### config.mk
export PLATFORM = sky130hd
export DESIGN_NAME = uart_rx_ctrl
export DESIGN_NICKNAME = d
export VERILOG_FILES = /design/src/rtl/uart_pkg.sv /design/src/rtl/uart_tick_gen.sv /design/src/rtl/uart_rx_ctrl.sv
export SDC_FILE = /design/constraint.sdc
export NUM_CORES = 1
export LEC_CHECK = 0
export CAP_MARGIN = 20
export CELL_PAD_IN_SITES_DETAIL_PLACEMENT = 1
export CELL_PAD_IN_SITES_GLOBAL_PLACEMENT = 2
export CORE_MARGIN = 2
export CORE_UTILIZATION = 44
export CTS_CLUSTER_DIAMETER = 120
export DETAILED_ROUTE_END_ITERATION = 16
export PLACE_DENSITY = 0.94
export RECOVER_POWER = 50
export SYNTH_ARGS = -nofsm -noshare
export SYNTH_HDL_FRONTEND = slang
export SYNTH_SLANG_ARGS = --single-unit
### constraint.sdc
create_clock -name sysclk -period 3.1 [get_ports sysclk]
set_input_delay 0.93 -clock sysclk [delete_from_list [all_inputs] [get_ports sysclk]]
set_output_delay 0.93 -clock sysclk [all_outputs]
set_load 0.1 [all_outputs]
### src/rtl/uart_pkg.sv
// Shared UART definitions: receive FSM states, frame constants and the
// oversample-divider helper used by the receive and transmit controllers.
package uart_pkg;

  typedef enum logic [2:0] {
    IDLE,
    START,
    DATA,
    STOP,
    BREAK
  } rx_state_t;

  localparam int UART_FRAME_BITS = 10;

  // Truncating divide: a fractional remainder becomes a small baud error.
  function automatic int baud_div(input int clk_hz, input int baud, input int osr);
    return clk_hz / (baud * osr);
  endfunction

endpackage

### src/rtl/uart_tick_gen.sv
// Oversample tick generator: a one-cycle pulse every DIV clocks, with a
// restart input so the phase can be re-aligned to a line edge.
module uart_tick_gen #(
  parameter int DIV = 10
) (
  input  logic sysclk,
  input  logic reset,
  input  logic restart,
  output logic tick
);

  localparam int CW = (DIV > 1) ? $clog2(DIV) : 1;
  localparam logic [CW-1:0] LAST = CW'(DIV - 1);

  logic [CW-1:0] cnt_reg;

  always_ff @(posedge sysclk) begin
    if (reset || restart) begin
      cnt_reg <= '0;
    end else if (cnt_reg == LAST) begin
      cnt_reg <= '0;
    end else begin
      cnt_reg <= cnt_reg + CW'(1);
    end
  end

  assign tick = (cnt_reg == LAST);

endmodule

### src/rtl/uart_rx_ctrl.sv
// UART receive controller: synchronizer, oversampling frame FSM, a small
// first-word-fall-through FIFO, sticky error flags and a registered irq.
module uart_rx_ctrl
  import uart_pkg::*;
#(
  parameter int CLK_HZ = 100_000_000,
  parameter int BAUD   = 9600,
  parameter int OSR    = 16,
  parameter int DEPTH  = 4
) (
  input  logic       sysclk,
  input  logic       reset,
  input  logic       uart_rx,
  input  logic       rd_en,
  input  logic       clr_err,
  output logic [7:0] rx_data,
  output logic       rx_valid,
  output logic       rx_full,
  output logic       frame_err,
  output logic       overrun,
  output logic       irq
);

  localparam int DIV = baud_div(CLK_HZ, BAUD, OSR);
  localparam int TW  = $clog2(OSR);
  localparam logic [TW-1:0] T_LAST = TW'(OSR - 1);
  localparam logic [TW-1:0] T_HALF = TW'(OSR / 2 - 1);
  localparam int AW  = $clog2(DEPTH);

  logic sync1_reg, rxs_reg;
  logic tick, restart;

  rx_state_t   state_reg, state_next;
  logic [TW-1:0] tcnt_reg, tcnt_next;
  logic [2:0]  bitn_reg, bitn_next;
  logic [7:0]  shreg_reg, shreg_next;
  logic        push_reg, push_next;
  logic        fe_set;

  logic [AW:0] wr_ptr_reg, rd_ptr_reg;
  logic [7:0]  mem_reg [DEPTH];
  logic        fifo_empty, fifo_full, do_push, do_pop, ovr_set;
  logic        frame_err_reg, overrun_reg, irq_reg;

  always_ff @(posedge sysclk) begin
    if (reset) begin
      sync1_reg <= 1'b1;
      rxs_reg   <= 1'b1;
    end else begin
      sync1_reg <= uart_rx;
      rxs_reg   <= sync1_reg;
    end
  end

  uart_tick_gen #(.DIV(DIV)) u_tick (
    .sysclk  (sysclk),
    .reset   (reset),
    .restart (restart),
    .tick    (tick)
  );

  always_ff @(posedge sysclk) begin
    if (reset) begin
      state_reg <= IDLE;
      tcnt_reg  <= '0;
      bitn_reg  <= '0;
      shreg_reg <= '0;
      push_reg  <= 1'b0;
    end else begin
      state_reg <= state_next;
      tcnt_reg  <= tcnt_next;
      bitn_reg  <= bitn_next;
      shreg_reg <= shreg_next;
      push_reg  <= push_next;
    end
  end

  always_comb begin
    state_next = state_reg;
    tcnt_next  = tcnt_reg;
    bitn_next  = bitn_reg;
    shreg_next = shreg_reg;
    push_next  = 1'b0;
    fe_set     = 1'b0;
    restart    = 1'b0;
    case (state_reg)
      IDLE: begin
        if (!rxs_reg) begin
          restart    = 1'b1;
          tcnt_next  = '0;
          state_next = START;
        end
      end
      START: begin
        if (tick) begin
          if (tcnt_reg == T_HALF) begin
            tcnt_next  = '0;
            bitn_next  = '0;
            state_next = rxs_reg ? IDLE : DATA;
          end else begin
            tcnt_next = tcnt_reg + TW'(1);
          end
        end
      end
      DATA: begin
        if (tick) begin
          if (tcnt_reg == T_LAST) begin
            shreg_next = {rxs_reg, shreg_reg[7:1]};
            tcnt_next  = '0;
            bitn_next  = bitn_reg + 3'd1;
            if (bitn_reg == 3'd7) state_next = STOP;
          end else begin
            tcnt_next = tcnt_reg + TW'(1);
          end
        end
      end
      STOP: begin
        if (tick) begin
          if (tcnt_reg == T_LAST) begin
            // Low stop bit: drop the byte and wait out a held-low line.
            if (rxs_reg) begin
              push_next  = 1'b1;
              state_next = IDLE;
            end else begin
              fe_set     = 1'b1;
              state_next = BREAK;
            end
          end else begin
            tcnt_next = tcnt_reg + TW'(1);
          end
        end
      end
      BREAK: begin
        if (rxs_reg) state_next = IDLE;
      end
      default: state_next = IDLE;
    endcase
  end

  assign fifo_empty = (wr_ptr_reg == rd_ptr_reg);
  assign fifo_full  = (wr_ptr_reg[AW] != rd_ptr_reg[AW]) &&
                      (wr_ptr_reg[AW-1:0] == rd_ptr_reg[AW-1:0]);
  assign do_pop  = rd_en && !fifo_empty;
  // A simultaneous pop frees the slot, so a push into a full FIFO still lands.
  assign do_push = push_reg && (!fifo_full || do_pop);
  assign ovr_set = push_reg && fifo_full && !do_pop;

  always_ff @(posedge sysclk) begin
    if (reset) begin
      wr_ptr_reg <= '0;
      rd_ptr_reg <= '0;
      for (int i = 0; i < DEPTH; i++) mem_reg[i] <= '0;
    end else begin
      if (do_push) begin
        mem_reg[wr_ptr_reg[AW-1:0]] <= shreg_reg;
        wr_ptr_reg <= wr_ptr_reg + (AW+1)'(1);
      end
      if (do_pop) rd_ptr_reg <= rd_ptr_reg + (AW+1)'(1);
    end
  end

  always_ff @(posedge sysclk) begin
    if (reset) begin
      frame_err_reg <= 1'b0;
      overrun_reg   <= 1'b0;
      irq_reg       <= 1'b0;
    end else begin
      if (fe_set)       frame_err_reg <= 1'b1;
      else if (clr_err) frame_err_reg <= 1'b0;
      if (ovr_set)      overrun_reg <= 1'b1;
      else if (clr_err) overrun_reg <= 1'b0;
      irq_reg <= !fifo_empty || frame_err_reg || overrun_reg;
    end
  end

  assign rx_data   = mem_reg[rd_ptr_reg[AW-1:0]];
  assign rx_valid  = !fifo_empty;
  assign rx_full   = fifo_full;
  assign frame_err = frame_err_reg;
  assign overrun   = overrun_reg;
  assign irq       = irq_reg;

endmodule

==> results.json <==
{
  "status": "finished, final reports clean",
  "avgSynthCellArea_um2": 11.9,
  "critical_path_required_ns": 2.17,
  "totalWireLength_um": 6740,
  "diodes": 0,
  "remaining_drc_errors": 0,
  "grt_util_all_layers_pct": 17.9,
  "switching_share_pct": 25.2,
  "min_path_cells": 1,
  "stdcell_area_um2": 3700,
  "cts_sinks": 74,
  "clock_path_buffers": 2,
  "tritoncts": "yes",
  "ir_worst_vdd_uv": 320,
  "cts_root_buf": "clkbuf_8",
  "placedInstanceArea_um2": 3560,
  "post-route-period-util_pct": 90.5,
  "p_seq_share_pct": 58.0,
  "tightest_slew_ns": 1.18,
  "power_leakage_nw": 1.33,
  "arrival_ns": 1.88,
  "vias": 2099,
  "synth-main-ff-cell": "dfxtp_1",
  "synthArstFlopShare_pct": 0,
  "final-setup-viol-count": 0,
  "die_area_um2": 8230,
  "fillers": 796,
  "grt_max_degree": 40,
  "p_total_mw": 1.82,
  "cap_violations": 0,
  "crit_path_end_kind": "output port",
  "slew-limit-headroom_pct": 21.4,
  "maxSlewViolCount": 0,
  "drt_iter0_drc": 57,
  "cts_resized": 0,
  "critical_path_class": "flip-flop to output port",
  "rows": 31,
  "synth_cell_types": 50,
  "final_cells": 404,
  "critPathMaxFanout": 8,
  "cts_max_level": 3,
  "synthMostInstantiatedCell": "dfxtp_1",
  "antenna_found_initial": 0,
  "cp_slowest_stage_delay_ns": 0.67,
  "synth-edff-count": 32,
  "crit_chain": "mux4_2 > buf_4",
  "synth_seq_cells": 74,
  "p_int_mw": 1.36,
  "dr.pass1.iters": 4,
  "hold_path_class": "flip-flop to flip-flop",
  "largest_reg_flops": 32,
  "dp_hpwl_um": 4850,
  "ff2ff_path_depth": 5,
  "avgViaCountPerCell": 5.20,
  "netlist_top_cells_count": "dfxtp_1, and2_1, edfxtp_1",
  "start_kind": "flip-flop",
  "switching_power_mw": 0.458,
  "finalWorstSetupSlack_ns": 0.295,
  "p_clk_share_pct": 35.9,
  "synth_top_area_share_pct": 29.0,
  "fin_crit_ns": 2.81,
  "area_delta_synth_final_pct": 11.7,
  "clock.fmax_mhz": 356,
  "synth_cells": 277,
  "clk_latency_ns": 0.35,
  "pwr_density_cell_nw_per_um2": 493,
  "fin_tns_setup_ns": 0,
  "io_pins": 18,
  "cp_slowest_cell": "dfxtp_1",
  "skew_ns": 0.00996,
  "rsz0062_at_grt": "false",
  "finalNetCount": 312,
  "ys_seq_area_share_pct": 54.4,
  "drive_above_1_share_pct": 16.1,
  "fp.dieH_um": 90.7,
  "core_area_um2": 7250,
  "clkTransAtPathRegs_ns": 0.08,
  "routedWlPerCell_um": 16.7,
  "place.gp.congestion": 0.754,
  "place_ws_ns": 0.253,
  "numCtsBuffers": 9,
  "yosys_warnings": 0,
  "dpl.cell_count": 388,
  "power_frac_comb_pct": 6.1,
  "grt_pass1_wl_um": 11400,
  "port_buffers": 17,
  "yosysTopAreaCell": "edfxtp_1",
  "syn_nets": 289,
  "die_x_um": 90.7,
  "overflow": 0,
  "final-hold-violation-count": 0,
  "ctsHoldBuffers": 0,
  "antenna_left": 0,
  "syn_area_um2": 3310,
  "synthTopCellsByArea": "edfxtp_1, dfxtp_1, and2_1, mux4_2, nor2_1",
  "cts_setup_buffers": 0,
  "start_util_pct": 45.6,
  "grt_pass1_vias": 2314
}
[final timing paths]
| path | slack, ns | to | from |
|---|---|---|---|
| setup / recovery | 0.29 | rx_data[6] | flip-flop |
| hold / removal | 0.42 | rxs_reg$_SDFF_PP1_ | sync1_reg$_SDFF_PP1_ |
| setup reg to reg | 0.85 | mem_reg[1][7]$_SDFFCE_PN0P_ | wr_ptr_reg[0]$_SDFFE_PP0P_ |
| hold reg to reg | 0.42 | rxs_reg$_SDFF_PP1_ | sync1_reg$_SDFF_PP1_ |
[per-stage QoR]
step                      utilization, %  hold WS (ns)
after floorplan                        -         0.389
after global placement              49.1         0.395
after detailed placement            49.1         0.400
after CTS                           51.4         0.418
after global routing                51.0         0.428
final                               51.0         0.417
[power groups by stage]
| stage | Sequential (mW) | Clock [mW] | Combinational (mW) |
|---|---|---|---|
| 3_5_place_dp | 1.08 | 0 | 0.113 |
| 6_report | 1.06 | 0.654 | 0.110 |
| 3_3_place_gp | 1.08 | 0 | 0.110 |
| 5_1_grt | 1.06 | 0.712 | 0.118 |
| 4_1_cts | 1.06 | 0.674 | 0.113 |
| 2_1_floorplan | 1.07 | 0 | 0.0885 |
[layer usage]
metal	GRT usage [%]	up-vias	share of wire (%)
li1	-	1037	-
met1	20.6	1037	43
met2	32.6	18	53
met3	4.01	7	2.4
met4	6.15	0	1.5
met5	0	-	0
[worst max-delay path: cells and delay by family (launching register included)]
| family | cells | cell delay (ns) |
|---|---|---|
| flip-flops | 1 | 0.67 |
| multiplexers | 1 | 0.60 |
| buffers and inverters | 1 | 0.25 |
[cell type report]
cell class                 instances  area (um2)  share of cell area [%]
sequential                        74        1800                    48.7
timing repair buffer              20         143                    3.86
tap                               99         124                    3.35
multi-input combinational        191        1440                    39.1
clock inverter                     6        41.3                    1.12
clock buffer                      10         128                    3.45
inverter                           4        15.0                   0.406
[cell families after synthesis]
| logic type | Yosys count | synth area share (%) |
|---|---|---|
| multiplexers | 19 | 8.85 |
| AO/OA/AOI/OAI | 23 | 5.41 |
| adder cells (fa/ha/maj) | 7 | 2.65 |
| buffers and inverters | 12 | 1.44 |
| XOR/XNOR | 17 | 4.50 |
| flip-flops | 74 | 54.4 |
| AND/OR/NAND/NOR | 125 | 22.7 |
[cell usage in the layout, fill, tap and decap left out, types with 7 or more instances in the layout]
master / instances
clkbuf_8: 9
a21oi_1: 10
xor2_1: 12
ha_1: 7
mux2i_1: 9
buf_4: 11
mux4_2: 8
nor2_1: 29
nand2_1: 8
nand3_1: 12
dfxtp_1: 42
and2_1: 28
edfxtp_1: 32
(Power assumes the default switching activity.)
